$ cat src/rtl/dt_pkg.sv
// rtl/dt_pkg.sv - shared distance-transform constants, address packing, FSM states, neighbour table
// Build macro DT_RIDGE_8N_EN: ridge scan reads all 8 neighbours instead of 4.
package dt_pkg;

  localparam int IMG_W   = 128;
  localparam int WORD_W  = 16;
  localparam int DIST_W  = 8;
  localparam int COORD_W = 7;
  localparam int WORD_SH = $clog2(WORD_W);
  localparam int PIX_AW  = 2 * COORD_W;
  localparam int WORD_AW = 2 * COORD_W - WORD_SH;

`ifdef DT_RIDGE_8N_EN
  localparam int NUM_NB = 9;
`else
  localparam int NUM_NB = 5;
`endif

  typedef enum logic [2:0] {IDLE, RD, EV, WR, FINISH} dt_state_e;

  function automatic logic [PIX_AW-1:0] pix_addr(input logic [COORD_W-1:0] row,
                                                  input logic [COORD_W-1:0] col);
    return {row, col};
  endfunction

  function automatic logic [WORD_AW-1:0] word_addr(input logic [COORD_W-1:0] row,
                                                    input logic [COORD_W-1:0] col);
    return {row, col[COORD_W-1:WORD_SH]};
  endfunction

  // Read order C,N,S,W,E,NW,NE,SW,SE; result is {drow, dcol}, each 2-bit two's complement.
  function automatic logic [3:0] nb_offset(input logic [3:0] idx);
    case (idx)
      4'd1:    return {2'b11, 2'b00};
      4'd2:    return {2'b01, 2'b00};
      4'd3:    return {2'b00, 2'b11};
      4'd4:    return {2'b00, 2'b01};
      4'd5:    return {2'b11, 2'b11};
      4'd6:    return {2'b11, 2'b01};
      4'd7:    return {2'b01, 2'b11};
      4'd8:    return {2'b01, 2'b01};
      default: return 4'b0000;
    endcase
  endfunction

endpackage

$ cat src/rtl/dt_bit_packer.sv
// rtl/dt_bit_packer.sv - MSB-first skeleton bit packer; flags the bit that completes a word
module dt_bit_packer
  import dt_pkg::*;
(
  input  logic              clk,
  input  logic              reset,
  input  logic              clear,
  input  logic              bit_en,
  input  logic              bit_in,
  output logic [WORD_W-1:0] word,
  output logic              word_last
);

  logic [WORD_SH-1:0] bit_cnt;

  always_ff @(posedge clk or negedge reset) begin
    if (!reset) begin
      word    <= '0;
      bit_cnt <= '0;
    end else if (clear) begin
      word    <= '0;
      bit_cnt <= '0;
    end else if (bit_en) begin
      word    <= {word[WORD_W-2:0], bit_in};
      bit_cnt <= bit_cnt + WORD_SH'(1);
    end
  end

  // High while the next strobed bit is the rightmost pixel of the word.
  assign word_last = (bit_cnt == WORD_SH'(WORD_W - 1));

endmodule

$ cat src/rtl/dt_ridge_extract.sv
// rtl/dt_ridge_extract.sv - marks nonzero local maxima of the DT map as a packed skeleton image
// Build macro DT_RIDGE_8N_EN: 8-neighbour ridge rule (default 4-neighbour).
module dt_ridge_extract
  import dt_pkg::*;
#(
  parameter int IMG_W = dt_pkg::IMG_W
) (
  input  logic               clk,
  input  logic               reset,
  input  logic               start,
  output logic               busy,
  output logic               done,
  output logic               dist_rd,
  output logic [PIX_AW-1:0]  dist_addr,
  input  logic [DIST_W-1:0]  dist_di,
  output logic               sk_wr,
  output logic [WORD_AW-1:0] sk_addr,
  output logic [WORD_W-1:0]  sk_do,
  output logic [DIST_W-1:0]  max_dist,
  output logic [PIX_AW-1:0]  sk_count
);

  localparam logic [COORD_W-1:0] LAST   = COORD_W'(IMG_W - 1);
  localparam logic [PIX_AW-1:0]  SK_MAX = '1;

  dt_state_e           state, state_nxt;
  logic [COORD_W-1:0]  row, col, row_nxt, col_nxt;
  logic [COORD_W-1:0]  rd_row, rd_col;
  logic [3:0]          cnt;
  logic [3:0]          ofs;
  logic [DIST_W-1:0]   cen;
  logic                ok;
  logic [PIX_AW-1:0]   addr_hold;
  logic                border, border_nxt, last_pix, ridge_bit, word_last, accept;

  assign accept   = start && (state == IDLE || state == FINISH);
  assign border   = (row == '0) || (row == LAST) || (col == '0) || (col == LAST);
  assign last_pix = (row == LAST) && (col == LAST);

  always_comb begin
    row_nxt = row;
    col_nxt = col + COORD_W'(1);
    if (col == LAST) begin
      col_nxt = '0;
      row_nxt = row + COORD_W'(1);
    end
  end

  assign border_nxt = (row_nxt == '0) || (row_nxt == LAST) || (col_nxt == '0) || (col_nxt == LAST);
  // In EV the last neighbour's data is on dist_di; border pixels always pack a 0.
  assign ridge_bit  = !border && ok && (cen >= dist_di);

  assign ofs    = nb_offset(cnt);
  assign rd_row = row + {{(COORD_W-2){ofs[3]}}, ofs[3:2]};
  assign rd_col = col + {{(COORD_W-2){ofs[1]}}, ofs[1:0]};

  always_ff @(posedge clk or negedge reset) begin
    if (!reset) state <= IDLE;
    else        state <= state_nxt;
  end

  always_comb begin
    state_nxt = state;
    case (state)
      IDLE, FINISH: if (start) state_nxt = EV;   // pixel (0,0) is a border pixel
      RD:           if (cnt == 4'(NUM_NB - 1)) state_nxt = EV;
      EV:           state_nxt = word_last ? WR : (border_nxt ? EV : RD);
      WR:           state_nxt = last_pix ? FINISH : (border_nxt ? EV : RD);
      default:      state_nxt = IDLE;
    endcase
  end

  always_comb begin
    busy      = (state == RD) || (state == EV) || (state == WR);
    done      = (state == FINISH);
    dist_rd   = (state == RD);
    sk_wr     = (state == WR);
    dist_addr = (state == RD) ? pix_addr(rd_row, rd_col) : addr_hold;
    sk_addr   = word_addr(row, col);
  end

  always_ff @(posedge clk or negedge reset) begin
    if (!reset) begin
      row       <= '0;
      col       <= '0;
      cnt       <= '0;
      cen       <= '0;
      ok        <= 1'b0;
      addr_hold <= '0;
      max_dist  <= '0;
      sk_count  <= '0;
    end else begin
      addr_hold <= dist_addr;
      case (state)
        IDLE, FINISH: begin
          if (start) begin
            row      <= '0;
            col      <= '0;
            cnt      <= '0;
            max_dist <= '0;
            sk_count <= '0;
          end
        end
        RD: begin
          cnt <= cnt + 4'd1;
          if (cnt == 4'd1) begin
            cen <= dist_di;
            ok  <= (dist_di != '0);
            if (dist_di > max_dist) max_dist <= dist_di;
          end else if (cnt > 4'd1) begin
            ok <= ok && (cen >= dist_di);
          end
        end
        EV: begin
          cnt <= '0;
          if (ridge_bit && sk_count != SK_MAX) sk_count <= sk_count + PIX_AW'(1);
          if (!word_last) begin
            row <= row_nxt;
            col <= col_nxt;
          end
        end
        WR: begin
          cnt <= '0;
          row <= row_nxt;
          col <= col_nxt;
        end
        default: ;
      endcase
    end
  end

  dt_bit_packer u_packer (
    .clk       (clk),
    .reset     (reset),
    .clear     (accept),
    .bit_en    (state == EV),
    .bit_in    (ridge_bit),
    .word      (sk_do),
    .word_last (word_last)
  );

endmodule

$ cat config.mk
export PLATFORM = sky130hd
export DESIGN_NAME = dt_ridge_extract
export DESIGN_NICKNAME = d
export VERILOG_FILES = /design/src/rtl/dt_pkg.sv /design/src/rtl/dt_bit_packer.sv /design/src/rtl/dt_ridge_extract.sv
export SDC_FILE = /design/constraint.sdc
export NUM_CORES = 1
export LEC_CHECK = 0
export CAP_MARGIN = 20
export CELL_PAD_IN_SITES_DETAIL_PLACEMENT = 0
export CELL_PAD_IN_SITES_GLOBAL_PLACEMENT = 1
export CORE_MARGIN = 1.5
export CORE_UTILIZATION = 23
export DETAILED_ROUTE_END_ITERATION = 10
export PLACE_DENSITY = 0.55
export SYNTH_ARGS = -nofsm -noshare
export SYNTH_HDL_FRONTEND = slang
export SYNTH_SLANG_ARGS = --single-unit
$ cat constraint.sdc
create_clock -name clk -period 3.4 [get_ports clk]
set_input_delay 0.51 -clock clk [delete_from_list [all_inputs] [get_ports clk]]
set_output_delay 0.51 -clock clk [all_outputs]
set_load 0.05 [all_outputs]
==> results.toml, run 1 <==
[final_layout]
fin_nets = 685
fin_cells = 913
area_delta_synth_final_pct = 34.96
antennaDiodeCount = 0
postLayoutCoreUtil_pct = 31.89
finalInstanceArea_um2 = 6766
layout-drive-gt1-share_pct = 15.36
layout_common_cells = "dfrtp_1 (82), nand2_1 (60), clkdlybuf4s50_1 (60)"
final_common_cell = "dfrtp_1"

[worst_setup_path]
reg2reg_to = "sk_count[6]"
rr_worst_depth = 9
cp_cell_sequence = "inv_2 > ha_4 > mux2i_1 > nor2_2 > buf_6 > ha_4 > a21o_1 > a21o_1 > a21o_1 > a21oi_2 > xor2_1 > o21ai_2 > buf_12"
crit_path_frequent_cell = "a21o_1"
r2r_setup_slack_ps = 390
endpoint_kind = "output pin"
cp_num_buf_inv = 3
path_delay_family = "compound AO/OA/AOI/OAI gates"
crit_path_start_kind = "flop"
crit_arrival_ps = 2910
slowest_stage = "dfrtp_2"
required_ps = 2890
max_stage_delay_ps = 460
crit_type = "flop to output pin"
worstReg2RegStart = "row[1]"
path_max_fanout = 7

[cts]
htreeDepth = 3
cts_sinks = 86
cts_max_path_buffers = 2
cts_buffers = 9
insertion_delay_ps = 350
clockRootBuffer = "clkbuf_16"
cts_tree = "built"
clkTransAtPathRegs_ps = 70

[detailed_routing]
drtAntennaViolNets = 0
avgRoutedWirePerCell_um = 15.33
drt-initial-drc-count = 217
drc = 0
drt-vias-per-instance = 4.721
drt_wl_total_um = 14000
vias = 4310
drt_first_pass_iters = 4

[outcome]
violations = "negative setup slack"
status = "finished with violations"

[synthesis]
synthFlopType = "dfrtp_1"
ys_seq_elements = 86
synthDistinctLibCells = 52
post_synth.cell_area_avg_um2 = 9.216
synthesis.area_um2 = 5014
ys_warn_count = 0
syn_inst = 544
seq_area_frac_synth_pct = 42.92
async_flop_share_pct = 100.0
synth_edf_count = 0
synth_fp_nets = 596

[sta]
slew_headroom_pct = 49.44
worst_pin_slew_ps = 753.3
fin_crit_sh_pct = 100.7
maxSlewViolCount = 0
fmax_mhz = 292.1
setup_viol = 1
skew_ps = 3.414
fin_crit_ps = 3423
finalHoldViolCount = 0
fin_setup_tns_ps = -23.02
fin_ws_ps = -23.02
rsz0062_at_grt = "yes"

[floorplan]
io_pins = 77
die-area_um2 = 22690
start_util_pct = 23.63
core_um2 = 21220
die_h_um = 150.6
die_x_um = 150.6
std_cell_rows = 53

[global_route]
grt_overflow = 0
grt_pass1_vias = 4215
grtUsageTotal_pct = 12.93
grt_pass1_wl_um = 22630
grt_antenna_before_repair = 0
grt_max_degree = 33

[placement]
numPlacedInstances = 884
dp_slack_ps = 87.54
gp_congestion = 0.8067
portBuffers = 76
place_area_um2 = 6237
dpl.hpwl_um = 10030

[pwr]
power.density_nw_per_um2 = 651.0
p_leak_nw = 2.955
max-vdd-ir-drop_uv = 226.0

[min_path]
hold_path_class = "primary input to async pin"

[flow_run]
drv_cap = 0
-- flip-flops by register name, indices dropped and copies added (netlist names), 4 cells and up --
register and flops:
u_packer.word 16, addr_hold 14, sk_count 14, cen 8, max_dist 8, col 7
row 7, cnt 4, u_packer.bit_cnt 4
-- final cells by class --
class	instances	area [um2]
Inverter	35	133.9
Clock inverter	7	71.32
Clock buffer	9	225.2
Sequential cell	86	2157
Tap cell	275	344.1
Fill cell	2234	14450
Timing Repair Buffer	108	1119
Multi-Input combinational cell	393	2716
-- worst reg2reg max path, stage by stage, from the launching register on --
cell and delay (ps):
dfrtp_1 530, inv_1 150, ha_1 200, or4b_2 210
nor3_1 40, or4_1 630, a311o_1 370, or2_1 260
or4_1 400, a21oi_1 140
-- power breakdown --
group	switching, W	total [W]	leakage [nW]	internal, W
logic	0.00115	0.00191	1.67	0.000755
registers	0.000205	0.00146	1.13	0.00126
clock network	0.000461	0.00103	0.150	0.000573
total	0.00182	0.00440	2.96	0.00259
-- per-stage QoR --
| stage | power (W) | hold slack [ps] |
|---|---|---|
| after CTS | 0.004477 | 73.59 |
| after detailed placement | 0.003385 | 460.2 |
| after global routing | 0.004707 | 85.77 |
| after global placement | 0.003351 | 455.8 |
| after floorplan | 0.002648 | 214.4 |
| final | 0.004405 | 62.68 |
-- worst max path at each step --
stage          slack, ps       endpoint  cells past startpoint    from
3_5_place_dp          90  dist_addr[13]                     14  cnt[0]
6_report             -20  dist_addr[12]                     13  cnt[0]
4_1_cts              -20   dist_addr[6]                     15  cnt[1]
3_3_place_gp         150  dist_addr[13]                     14  cnt[0]
5_1_grt             -140  dist_addr[12]                     13  cnt[0]
2_1_floorplan       -100  dist_addr[13]                     13  cnt[0]
-- cell usage after synthesis (6+ instances only) --
| cell type | count | share of area, % |
|---|---|---|
| nand3_1 | 34 | 3.4 |
| xnor2_1 | 18 | 3.1 |
| inv_1 | 35 | 2.6 |
| a31oi_1 | 6 | 0.75 |
| and3_1 | 6 | 0.75 |
| a21oi_1 | 18 | 1.8 |
| o31ai_1 | 13 | 1.9 |
| nor2_1 | 33 | 2.5 |
| xor2_1 | 9 | 1.6 |
| nand2_1 | 60 | 4.5 |
| nand2b_1 | 6 | 0.75 |
| a21o_1 | 13 | 1.9 |
| o21ai_0 | 51 | 5.1 |
| a22o_1 | 18 | 3.1 |
| o21a_1 | 6 | 0.90 |
| clkbuf_1 | 19 | 1.4 |
| dfrtp_1 | 86 | 43 |
| nor3_1 | 12 | 1.2 |
| ha_1 | 39 | 9.7 |
-- what timing repair did --
action	4_1_cts	5_1_grt
setup buffers	9	4
resized for setup	27	10
pin swaps	20	15
hold buffers	0	0
endpoints found under the setup margin	7	7
-- routing by layer --
metal	up-vias	track usage (%)	share of wire (%)
met5	-	0	0
met2	91	21.67	49
met3	13	2.758	3.8
met4	0	4.417	1.5
li1	2110	-	-
met1	2096	16.44	46
-- cell families (layout without fill, tap and decap cells) --
logic type                 count (synthesis)  in the layout  synth area share, %
and+or+nand+nor                          178            178                17.00
AOI/OAI and AO/OA                        143            143                18.59
DFF                                       86             86                42.92
buffers and inverters                     65            159                5.440
adders and majority gates                 41             41                10.53
xor gates and xnor gates                  27             27                4.717
muxes                                      4              4               0.7986
Note: power is estimated with default switching activity, not from simulation.
==> inputs of run 2 (changes only) <==
--- a/config.mk
+++ b/config.mk
@@ -12,6 +12,7 @@
 export CORE_UTILIZATION = 23
 export DETAILED_ROUTE_END_ITERATION = 10
 export PLACE_DENSITY = 0.55
+export SLEW_MARGIN = 20
 export SYNTH_ARGS = -nofsm -noshare
 export SYNTH_HDL_FRONTEND = slang
 export SYNTH_SLANG_ARGS = --single-unit
==> results of run 2 <==
Same layout as run 1: the final DEF is identical, and so are final timing and power.
